--- src/rtl/cpu_run_pkg.sv ---
// Shared constants for the CPU run controller: FSM encoding, the NOP fill word
// and a small clamping helper.
package cpu_run_pkg;

  localparam int STATE_W = 3;

  localparam logic [STATE_W-1:0] ST_IDLE = 3'd0;
  localparam logic [STATE_W-1:0] ST_LOAD = 3'd1;
  localparam logic [STATE_W-1:0] ST_FILL = 3'd2;
  localparam logic [STATE_W-1:0] ST_RUN  = 3'd3;
  localparam logic [STATE_W-1:0] ST_DUMP = 3'd4;
  localparam logic [STATE_W-1:0] ST_DONE = 3'd5;

  // Unused instruction RAM words are padded with this encoding.
  localparam logic [31:0] NOP_WORD = 32'h0000_0000;

  function automatic int unsigned min_u(input int unsigned a, input int unsigned b);
    return (a < b) ? a : b;
  endfunction

endpackage

--- src/rtl/cpu_run_controller_if.sv ---
// Bundle of host stream, instruction RAM, CPU control, register dump and status
// signals between the run controller (ctrl) and its environment (host).
interface cpu_run_controller_if #(
  parameter int DATA_W     = 32,
  parameter int IMEM_DEPTH = 64,
  parameter int REG_COUNT  = 32,
  parameter int CNT_W      = 20
);
  localparam int AW = $clog2(IMEM_DEPTH);
  localparam int RW = $clog2(REG_COUNT);

  // Streams use valid/ready: a beat transfers on a clock edge where both are
  // high; once raised, valid stays high with stable data until that beat.
  logic              start;
  logic [AW:0]       load_count;
  logic [CNT_W-1:0]  cycle_limit;
  logic              s_valid;
  logic              s_ready;
  logic [DATA_W-1:0] s_data;
  logic              imem_we;
  logic [AW-1:0]     imem_addr;
  logic [DATA_W-1:0] imem_wdata;
  logic              cpu_rst;
  logic              cpu_run;
  logic              cpu_halt;
  logic [RW-1:0]     rf_raddr;
  logic [DATA_W-1:0] rf_rdata;
  logic              m_valid;
  logic              m_ready;
  logic [DATA_W-1:0] m_data;
  logic              m_last;
  logic              busy;
  logic              done;
  logic              timeout;
  logic [CNT_W-1:0]  cycles_run;
  logic [2:0]        dbg_state;

  modport ctrl (
    input  start, load_count, cycle_limit, s_valid, s_data, cpu_halt, rf_rdata, m_ready,
    output s_ready, imem_we, imem_addr, imem_wdata, cpu_rst, cpu_run, rf_raddr,
           m_valid, m_data, m_last, busy, done, timeout, cycles_run, dbg_state
  );

  modport host (
    output start, load_count, cycle_limit, s_valid, s_data, cpu_halt, rf_rdata, m_ready,
    input  s_ready, imem_we, imem_addr, imem_wdata, cpu_rst, cpu_run, rf_raddr,
           m_valid, m_data, m_last, busy, done, timeout, cycles_run, dbg_state
  );

endinterface

--- src/rtl/sat_counter.sv ---
// Up-counter that sticks at all-ones instead of wrapping; next_o exposes the
// value the counter would take on an enabled cycle.
module sat_counter #(
  parameter int W = 20
) (
  input  logic         clk_i,
  input  logic         rst_ni,
  input  logic         clr_i,
  input  logic         en_i,
  output logic [W-1:0] count_o,
  output logic [W-1:0] next_o
);
  logic [W-1:0] count_q, count_d;

  assign next_o  = (&count_q) ? count_q : count_q + 1'b1;
  assign count_o = count_q;

  always_comb begin
    count_d = count_q;
    if (clr_i)     count_d = '0;
    else if (en_i) count_d = next_o;
  end

  always_ff @(posedge clk_i or negedge rst_ni) begin
    if (!rst_ni) count_q <= '0;
    else         count_q <= count_d;
  end

endmodule

--- src/rtl/cpu_run_controller.sv ---
// Load / fill / run / dump sequencer wrapped around the pipelined CPU: streams a
// program into instruction RAM, runs the CPU under a cycle budget, dumps registers.
module cpu_run_controller
  import cpu_run_pkg::*;
#(
  parameter int DATA_W     = 32,
  parameter int IMEM_DEPTH = 64,
  parameter int REG_COUNT  = 32,
  parameter int CNT_W      = 20
) (
  input logic              CLK,
  input logic              RESET_N,
  cpu_run_controller_if.ctrl bus
);
  localparam int AW = $clog2(IMEM_DEPTH);
  localparam int RW = $clog2(REG_COUNT);
  // idx serves both the RAM address and the register index, plus one bit so
  // the clamped load count IMEM_DEPTH is representable.
  localparam int IW = ((AW > RW) ? AW : RW) + 1;

  localparam logic [IW-1:0] DEPTH_I   = IW'(IMEM_DEPTH);
  localparam logic [IW-1:0] LAST_ADDR = IW'(IMEM_DEPTH - 1);
  localparam logic [IW-1:0] LAST_REG  = IW'(REG_COUNT - 1);

  logic [STATE_W-1:0] state_q, state_d;
  logic [IW-1:0]      idx_q, idx_d;
  logic [IW-1:0]      n_q, n_d;
  logic               timeout_q, timeout_d;
  logic               cnt_clr;
  logic [CNT_W-1:0]   cnt_q, cnt_next;
  logic               s_hs, m_hs;

  assign s_hs = (state_q == ST_LOAD) & bus.s_valid;
  assign m_hs = (state_q == ST_DUMP) & bus.m_ready;

  sat_counter #(.W(CNT_W)) u_cycles (
    .clk_i   (CLK),
    .rst_ni  (RESET_N),
    .clr_i   (cnt_clr),
    .en_i    (state_q == ST_RUN),
    .count_o (cnt_q),
    .next_o  (cnt_next)
  );

  always_comb begin
    state_d   = state_q;
    idx_d     = idx_q;
    n_d       = n_q;
    timeout_d = timeout_q;
    cnt_clr   = 1'b0;
    case (state_q)
      ST_IDLE, ST_DONE: begin
        if (bus.start) begin
          n_d       = IW'(min_u(32'(bus.load_count), IMEM_DEPTH));
          idx_d     = '0;
          timeout_d = 1'b0;
          cnt_clr   = 1'b1;
          state_d   = (n_d == '0) ? ST_FILL : ST_LOAD;
        end
      end
      ST_LOAD: begin
        if (s_hs) begin
          idx_d = idx_q + 1'b1;
          if (idx_q == n_q - 1'b1) state_d = (n_q == DEPTH_I) ? ST_RUN : ST_FILL;
        end
      end
      ST_FILL: begin
        idx_d = idx_q + 1'b1;
        if (idx_q == LAST_ADDR) state_d = ST_RUN;
      end
      ST_RUN: begin
        // Halt is checked first so it wins over a budget that expires together.
        if (bus.cpu_halt) begin
          state_d   = ST_DUMP;
          idx_d     = '0;
          timeout_d = 1'b0;
        end else if ((bus.cycle_limit != '0) && (cnt_next == bus.cycle_limit)) begin
          state_d   = ST_DUMP;
          idx_d     = '0;
          timeout_d = 1'b1;
        end
      end
      ST_DUMP: begin
        if (m_hs) begin
          idx_d = idx_q + 1'b1;
          if (idx_q == LAST_REG) state_d = ST_DONE;
        end
      end
      default: state_d = ST_IDLE;
    endcase
  end

  always_ff @(posedge CLK or negedge RESET_N) begin
    if (!RESET_N) begin
      state_q   <= ST_IDLE;
      idx_q     <= '0;
      n_q       <= '0;
      timeout_q <= 1'b0;
    end else begin
      state_q   <= state_d;
      idx_q     <= idx_d;
      n_q       <= n_d;
      timeout_q <= timeout_d;
    end
  end

  assign bus.s_ready    = (state_q == ST_LOAD);
  assign bus.imem_we    = s_hs | (state_q == ST_FILL);
  assign bus.imem_addr  = bus.imem_we ? idx_q[AW-1:0] : '0;
  assign bus.imem_wdata = s_hs ? bus.s_data : DATA_W'(NOP_WORD);
  assign bus.cpu_rst    = (state_q == ST_IDLE) | (state_q == ST_LOAD) | (state_q == ST_FILL);
  assign bus.cpu_run    = (state_q == ST_RUN);
  // Address frozen while the CPU is stopped, so m_data holds through stalls.
  assign bus.rf_raddr   = (state_q == ST_DUMP) ? idx_q[RW-1:0] : '0;
  assign bus.m_valid    = (state_q == ST_DUMP);
  assign bus.m_data     = bus.rf_rdata;
  assign bus.m_last     = (state_q == ST_DUMP) & (idx_q == LAST_REG);
  assign bus.busy       = (state_q == ST_LOAD) | (state_q == ST_FILL) |
                          (state_q == ST_RUN)  | (state_q == ST_DUMP);
  assign bus.done       = (state_q == ST_DONE);
  assign bus.timeout    = timeout_q;
  assign bus.cycles_run = cnt_q;
  assign bus.dbg_state  = state_q;

endmodule
--- src/flat_wrapper.sv ---
// flat-port wrapper written by rule: the top's interface ports become plain ports
module cpu_run_controller_flat import cpu_run_pkg::*;
#(
  parameter int DATA_W     = 32,
  parameter int IMEM_DEPTH = 64,
  parameter int REG_COUNT  = 32,
  parameter int CNT_W      = 20
)
  (CLK, RESET_N, bus_start, bus_load_count, bus_cycle_limit, bus_s_valid, bus_s_data, bus_cpu_halt, bus_rf_rdata, bus_m_ready, bus_s_ready, bus_imem_we, bus_imem_addr, bus_imem_wdata, bus_cpu_rst, bus_cpu_run, bus_rf_raddr, bus_m_valid, bus_m_data, bus_m_last, bus_busy, bus_done, bus_timeout, bus_cycles_run, bus_dbg_state);
  cpu_run_controller_if #(.DATA_W(DATA_W), .IMEM_DEPTH(IMEM_DEPTH), .REG_COUNT(REG_COUNT), .CNT_W(CNT_W)) bus_i ();
  input logic CLK;
  input logic RESET_N;
  input wire logic [$bits(bus_i.start)-1:0] bus_start;
  input wire logic [$bits(bus_i.load_count)-1:0] bus_load_count;
  input wire logic [$bits(bus_i.cycle_limit)-1:0] bus_cycle_limit;
  input wire logic [$bits(bus_i.s_valid)-1:0] bus_s_valid;
  input wire logic [$bits(bus_i.s_data)-1:0] bus_s_data;
  input wire logic [$bits(bus_i.cpu_halt)-1:0] bus_cpu_halt;
  input wire logic [$bits(bus_i.rf_rdata)-1:0] bus_rf_rdata;
  input wire logic [$bits(bus_i.m_ready)-1:0] bus_m_ready;
  output wire logic [$bits(bus_i.s_ready)-1:0] bus_s_ready;
  output wire logic [$bits(bus_i.imem_we)-1:0] bus_imem_we;
  output wire logic [$bits(bus_i.imem_addr)-1:0] bus_imem_addr;
  output wire logic [$bits(bus_i.imem_wdata)-1:0] bus_imem_wdata;
  output wire logic [$bits(bus_i.cpu_rst)-1:0] bus_cpu_rst;
  output wire logic [$bits(bus_i.cpu_run)-1:0] bus_cpu_run;
  output wire logic [$bits(bus_i.rf_raddr)-1:0] bus_rf_raddr;
  output wire logic [$bits(bus_i.m_valid)-1:0] bus_m_valid;
  output wire logic [$bits(bus_i.m_data)-1:0] bus_m_data;
  output wire logic [$bits(bus_i.m_last)-1:0] bus_m_last;
  output wire logic [$bits(bus_i.busy)-1:0] bus_busy;
  output wire logic [$bits(bus_i.done)-1:0] bus_done;
  output wire logic [$bits(bus_i.timeout)-1:0] bus_timeout;
  output wire logic [$bits(bus_i.cycles_run)-1:0] bus_cycles_run;
  output wire logic [$bits(bus_i.dbg_state)-1:0] bus_dbg_state;
  assign bus_i.start = bus_start;
  assign bus_i.load_count = bus_load_count;
  assign bus_i.cycle_limit = bus_cycle_limit;
  assign bus_i.s_valid = bus_s_valid;
  assign bus_i.s_data = bus_s_data;
  assign bus_i.cpu_halt = bus_cpu_halt;
  assign bus_i.rf_rdata = bus_rf_rdata;
  assign bus_i.m_ready = bus_m_ready;
  assign bus_s_ready = bus_i.s_ready;
  assign bus_imem_we = bus_i.imem_we;
  assign bus_imem_addr = bus_i.imem_addr;
  assign bus_imem_wdata = bus_i.imem_wdata;
  assign bus_cpu_rst = bus_i.cpu_rst;
  assign bus_cpu_run = bus_i.cpu_run;
  assign bus_rf_raddr = bus_i.rf_raddr;
  assign bus_m_valid = bus_i.m_valid;
  assign bus_m_data = bus_i.m_data;
  assign bus_m_last = bus_i.m_last;
  assign bus_busy = bus_i.busy;
  assign bus_done = bus_i.done;
  assign bus_timeout = bus_i.timeout;
  assign bus_cycles_run = bus_i.cycles_run;
  assign bus_dbg_state = bus_i.dbg_state;
  cpu_run_controller #(.DATA_W(DATA_W), .IMEM_DEPTH(IMEM_DEPTH), .REG_COUNT(REG_COUNT), .CNT_W(CNT_W)) u_core (.CLK(CLK), .RESET_N(RESET_N), .bus(bus_i));
endmodule
--- config.mk ---
export PLATFORM = sky130hd
export DESIGN_NAME = cpu_run_controller_flat
export DESIGN_NICKNAME = d
export VERILOG_FILES = /design/src/rtl/cpu_run_pkg.sv /design/src/rtl/cpu_run_controller_if.sv /design/src/rtl/sat_counter.sv /design/src/rtl/cpu_run_controller.sv /design/src/flat_wrapper.sv
export SDC_FILE = /design/constraint.sdc
export NUM_CORES = 1
export LEC_CHECK = 0
export ABC_AREA = 1
export CORE_UTILIZATION = 60
export DETAILED_ROUTE_END_ITERATION = 10
export DONT_BUFFER_PORTS = 1
export PLACE_DENSITY = 0.75
export SLEW_MARGIN = 30
export SYNTH_ARGS = -nofsm -noshare
export SYNTH_HDL_FRONTEND = slang
export SYNTH_SLANG_ARGS = --single-unit
--- constraint.sdc ---
create_clock -name CLK -period 4.83 [get_ports CLK]
set_input_delay 0 -clock CLK [delete_from_list [all_inputs] [get_ports CLK]]
set_output_delay 0 -clock CLK [all_outputs]
set_load 0.005 [all_outputs]
## After elaboration in Yosys (flattened, before gate mapping)

Cells that the tools add are included.
W data, S select, Z words.

- Add/subtract/negate cells: 3
- Equal/unequal tests: 17
- Mux-type cells: 30
- Reductions and logical operators: 13
- Bitwise logic cells: 9
- Order comparisons: 1

Operators by type and width:

| cell | count |
|---|---|
| $mux W20 | 3 |
| $mux W7 | 6 |
| $pmux W7 S5 | 1 |
| $mux W32 | 1 |
| $mux W3 | 8 |
| $add A20 B1 Y20 const B | 1 |
| $eq A20 B20 Y1 | 1 |
| $reduce_and A20 Y1 | 1 |
| $reduce_bool A20 Y1 | 1 |
| $pmux W3 S5 | 1 |
| $ne A2 B1 Y1 const B | 5 |
| $add A7 B1 Y7 const B | 1 |
| $eq A7 B5 Y1 const B | 1 |
| $eq A7 B6 Y1 const B | 1 |
| $eq A7 B7 Y1 | 1 |
| $eq A7 B7 Y1 const B | 1 |
| $logic_not A7 Y1 | 1 |
| $lt A7 B7 Y1 const B | 1 |
| $reduce_and A7 Y1 | 1 |
| $sub A7 B1 Y7 const B | 1 |
| $eq A3 B2 Y1 const B | 2 |
| $eq A3 B3 Y1 const B | 2 |
| $mux W1 | 6 |
| $mux W6 | 1 |
| 16 further kinds | 24 |

- Word-level logic and storage cells: 78
- Input bits: 97
- Flip-flop bits (word level): 38

## Depth between registers and ports, before layout

- Word-level depth: 7
- Gate-level depth with buffers: 18

## Modules after synthesis

A second synthesis with hierarchy kept.

- Cell total of the unflattened synthesis: 651
- Area, all modules: 3834.9 um2

Modules (own cells, without submodules):

| module | sequential area each (um2) | instances | area each (um2) | cells an instance |
|---|---|---|---|---|
| cpu_run_controller | 450.4 | 1 | 2419.8 | 441 |
| sat_counter | 500.5 | 1 | 1415.1 | 210 |

## Least setup slack after synthesis

Ideal clock, no wire load.

- Path type: flip-flop to flip-flop
- From: reg u_core.u_cycles.count_q[0], in the netlist u_core.u_cycles.count_o[0]
- To: reg u_core.idx_q[0]
- Slack: 2707 ps
- Stages on the path, launching flop included: 17
- Data required time: 4712 ps
- Arrival time: 2005 ps
- Path buffers: 1
- Setup time: 118 ps
- Cells stage by stage: dfrtp_1 -> ha_1 -> nand2_2 -> nor2_4 -> nand2_4 -> inv_2 -> nand3_4 -> buf_6 -> nand2_4 -> xor2_2 -> nand3_1 -> nor2_1 -> nand3_2 -> nand2_4 -> nand3_2 -> nand2_1 -> nand2_1

- Cells in the longest elaborated chain, start to end: 6

RTL lines:

| element | line | source |
|---|---|---|
| start, declared | sat_counter.sv:13 | `logic [W-1:0] count_q, count_d;` |
| start signal, assigned | sat_counter.sv:26 | `else count_q <= count_d;` |
| $add A20 B1 Y20 or $reduce_and A20 Y1 (tied branches) | sat_counter.sv:15 | `assign next_o = (&count_q) ? count_q : count_q + 1'b1;` |
| $mux W20 (*) | sat_counter.sv:15 |  |
| $eq A20 B20 Y1 (*) | cpu_run_controller.sv:77 | `end else if ((bus.cycle_limit != '0) && (cnt_next == bus.cycle_limit)) begin` |
| $logic_and A1 B1 Y1 (*) | cpu_run_controller.sv:77 |  |
| $ne A3 B2 Y1 (no source line) (*) | n/a |  |
| $reduce_and A5 Y1 (no source line) (*) | n/a |  |
| end signal, assigned | cpu_run_controller.sv:101 | `idx_q <= idx_d;` |
| end, declared | cpu_run_controller.sv:26 | `logic [IW-1:0] idx_q, idx_d;` |

Mark *: on every way between the ends. The rest lies on a longest branch, timed or not.
A chain may end at the register's enable or synchronous reset.

## Worst setup path in the final report

- From: reg u_core.state_q[2], in the netlist u_core.bus.dbg_state[2]
- To: reg u_core.n_q[3]

- Cells in the longest elaborated chain, start to end: 3

RTL lines:

| element | line | source |
|---|---|---|
| start, declared | cpu_run_controller.sv:25 | `logic [STATE_W-1:0] state_q, state_d;` |
| start signal, assigned | cpu_run_controller.sv:100 | `state_q <= state_d;` |
| $eq A3 B3 Y1 or $logic_not A3 Y1 (tied branches) | cpu_run_controller.sv:51 | `case (state_q)` |
| $reduce_or A2 Y1 (*) | cpu_run_controller.sv:51 |  |
| $reduce_and A2 Y1 (no source line) (*) | n/a |  |
| end signal, assigned | cpu_run_controller.sv:102 | `n_q <= n_d;` |
| end, declared | cpu_run_controller.sv:27 | `logic [IW-1:0] n_q, n_d;` |

Marked as above.

==> key figures <==
Route
  • Drt drc: 0
  • Antenna Nets Post-Route: 0
  • Vias per std cell: approximately 5.7
  • DR vias: 3811
  • Final wirelength: 10900 um
  • WL/cell: 16.4 um
  • Drt first-iter violations: between 200 and 300
  • DR pass1 iterations: 5

Pwr
  • Sw frac: 47.1%
  • Int Power: 758 uW
  • Lkg Pwr: 0.00201 uW
  • Logic gate share of total power: about 48%
  • Clock power share: 19.7%
  • Worst IR drop on VDD: 0.319 mV
  • Flop pwr share: 32.2%
  • Pwr/cell area: 381 nW/um2
  • Overall power: ~1400 uW
  • Switch Pwr: 676 uW

Yosys
  • Syn. warnings: 0
  • Syn Area/Cell: a little over 6 um2
  • Ys async rst share: 100%
  • Post-synth EDFFs: 0
  • Unique masters post-synth: 33
  • Syn nets: 708
  • Synthesized flop and latch total: 38
  • Top FF cell, synth: dfrtp_1
  • Sequential area share after synthesis: 25.8%
  • Synth Cell Area: 3690 um2
  • Synthesized instance count: 608

Placement
  • I/O Buffers: 0
  • GPL Wtd Cong: 0.942
  • Dpl hpwl: 8620 um

Timing
  • Max_slew headroom: 45.8%
  • Maximum clock frequency: between 300 and 400 MHz
  • Final setup fails: 0
  • Final Max Tran Viols: 0
  • Worst-case clock skew: 0.0111 ns
  • WHS: 0.00000167 ns
  • Min Clock Period, post-route: 2.79 ns
  • Slew @ Worst Pin: about 0.8 ns
  • RSZ-0062 raised after global routing: no
  • Setup_tns: 0 ns
  • Final Cycle Share: 57.8%
  • Final Hold Violating Endpoints: 0

Worst setup path
  • Slowest Stage Delay on Critical Path: 0.55 ns
  • Worst EP arrival: 3.02 ns
  • R2r endpoint: u_core.n_q[3]
  • WS Path Type: flip-flop to flip-flop
  • Slowest CP cell: dlygate4sd3_1
  • Max FO, Critical Path: 8
  • Critical Path End Type: flip-flop
  • Cell chain of the critical path: inv_1 > nand2_1 > o21ai_0 > nor2_1 > clkinv_1 > nor2_1 > nand2_1 > dlygate4sd3_1 > o21ai_0
  • Flop-to-flop setup slack: between 2 and 2.5 ns
  • Worst reg-to-reg path cell count: 9
  • CP required: a little over 5 ns
  • Worst r2r src: u_core.bus.dbg_state[2]
  • Crit path launch type: flip-flop

Clock network
  • TritonCTS clock tree: done
  • H-tree depth: 2
  • CTS sink cnt: 38
  • Clock Tree Root: clkbuf_8
  • Post-CTS resize count: 0
  • Clk pin slew, worst setup/hold paths: ~0.080 ns
  • CTS Buf Count: 5
  • Postcts setup bufs: 0
  • Clk_lat worst skew: 0.31 ns
  • Clock Path Buffers: 2

Die
  • Core area: 5920 um2
  • Initial Util: around 62%
  • Die W: 80.4 um
  • Std-Cell Rows: 28
  • Die area: 6460 um2
  • I/O pin count: approximately 200
  • DIE HEIGHT: approximately 80 um

Global route
  • Vias in the first global route: between 3000 and 4000
  • Grt ovf: 0
  • First-pass GRT wire length: 17000 um
  • GRT Total Usage: a little over a third
  • Largest net degree at the start of global routing: 39
  • Initial antenna violation count: 0

Final layout
  • Nets: 688
  • Synthesis-to-finish area growth: 2.10%
  • Share of layout cells above drive strength 1: 6.11%
  • Fillers: a little under 600
  • Ant. Diodes: 0

Hold path
  • HP Class: input pin to primary output
  • Worst Hold Depth: 0
  • HP Start: bus_rf_rdata[3]
  • End of the worst hold path: bus_m_data[3]

Flow run
  • Max cap viols: 0

Outcome
  • Run status: completed
## how the worst max path moves through the flow
stage / start / to
after floorplan: u_core.u_cycles.count_o[0] / u_core.idx_q[0]
after global placement: u_core.u_cycles.count_o[0] / u_core.idx_q[6]
after detailed placement: u_core.u_cycles.count_o[0] / u_core.idx_q[4]
after CTS: u_core.bus.dbg_state[2] / u_core.n_q[3]
after global routing: u_core.bus.dbg_state[2] / u_core.n_q[3]
final: u_core.bus.dbg_state[2] / u_core.n_q[3]
## routing by layer
layer	vias to the layer above	global-route usage (%)	part of all wire (%)
li1	1814	-	-
met1	1747	42.5	41
met2	200	58.0	46
met3	50	7.16	8.9
met4	0	16.8	3.8
met5	-	0	0
## area by class of cell
class                   instances  area, um2  area share, %
clock buffers                   6       72.6           1.93
clock inverters                 2       37.5          0.997
inverters                     108        405           10.8
multi-input cells             419       2040           54.1
flip-flops and latches         38        951           25.2
well taps                      75       93.8           2.49
repair buffers                 16        168           4.45
## power by group through the flow
stage | logic [uW] | registers, uW | clock network [uW]
floorplan | 552 | 440 | 0
global placement | 637 | 463 | 0
detailed placement | 651 | 464 | 0
CTS | 682 | 459 | 283
global route | 779 | 472 | 296
finish | 690 | 461 | 282
## cells in the final DEF, fill, tap and decap left out, drive strengths merged, types with 7 or more instances in the layout
cell type and n:
a21oi 7, dfrtp 38, dlygate4sd3 14, inv 106, nand2 162, nand3 55
nand4 20, nor2 110, nor3 7, o21ai 22, xor2 14
## metrics by stage
stage / utilization [%] / instance area, um2 / setup slack, ns / std cells
2_1_floorplan: - / 3690 / 2.71 / 608
3_3_place_gp: 59.0 / 3500 / 2.28 / 641
3_5_place_dp: 59.0 / 3500 / 2.19 / 641
4_1_cts: 63.6 / 3770 / 2.08 / 664
5_1_grt: 63.6 / 3770 / 1.79 / 664
6_report: 63.6 / 3770 / 2.04 / 664
## critical path, delay by kind of cell (launching register included)
| family | cells | cell delay, ns |
|---|---|---|
| buffers and inverters | 3 | 1.05 |
| AO/OA/AOI/OAI | 2 | 0.23 |
| flip-flops | 1 | 0.51 |
| AND/OR/NAND/NOR | 4 | 0.93 |
## flip-flops by register name, summed over array words and instances, names as in the netlist
register                 cells
u_core.bus.dbg_state         3
u_core.u_cycles.count_o     20
u_core.n_q                   7
u_core.idx_q                 7
u_core.bus.timeout           1
## cells in the mapped netlist (3+ instances only)
library cell  count  area, um2
nand2_1         153        574
inv_1           104        390
nor2_1          102        383
nand3_1          50        250
dfrtp_1          38        951
buf_4            32        240
o21ai_0          22        110
nand4_1          19        119
xor2_1           13        114
a21oi_1           7       35.0
clkbuf_1          7       26.3
nor3_1            7       35.0
nand2_2           6       37.5
o22ai_1           6       37.5
nor2_4            5       56.3
nand3_2           4       40.0
ha_1              3       37.5
nand2_4           3       33.8
nor2_2            3       18.8
o211ai_1          3       22.5
xnor2_1           3       26.3
## timing repair
action,CTS,global route
endpoints found under the setup margin,0,0
hold buffers,15,0
endpoints found under the hold margin,46,0
## logic make-up after synthesis
group | share of synthesized area [%]
flip-flops | 25.8
buffers and inverters | 19.1
AND/OR/NAND/NOR | 43.4
adder cells (fa/ha/maj) | 1.02
XOR/XNOR | 4.24
AO/OA/AOI/OAI | 6.51
No activity file was read; power rests on OpenSTA's default activity.
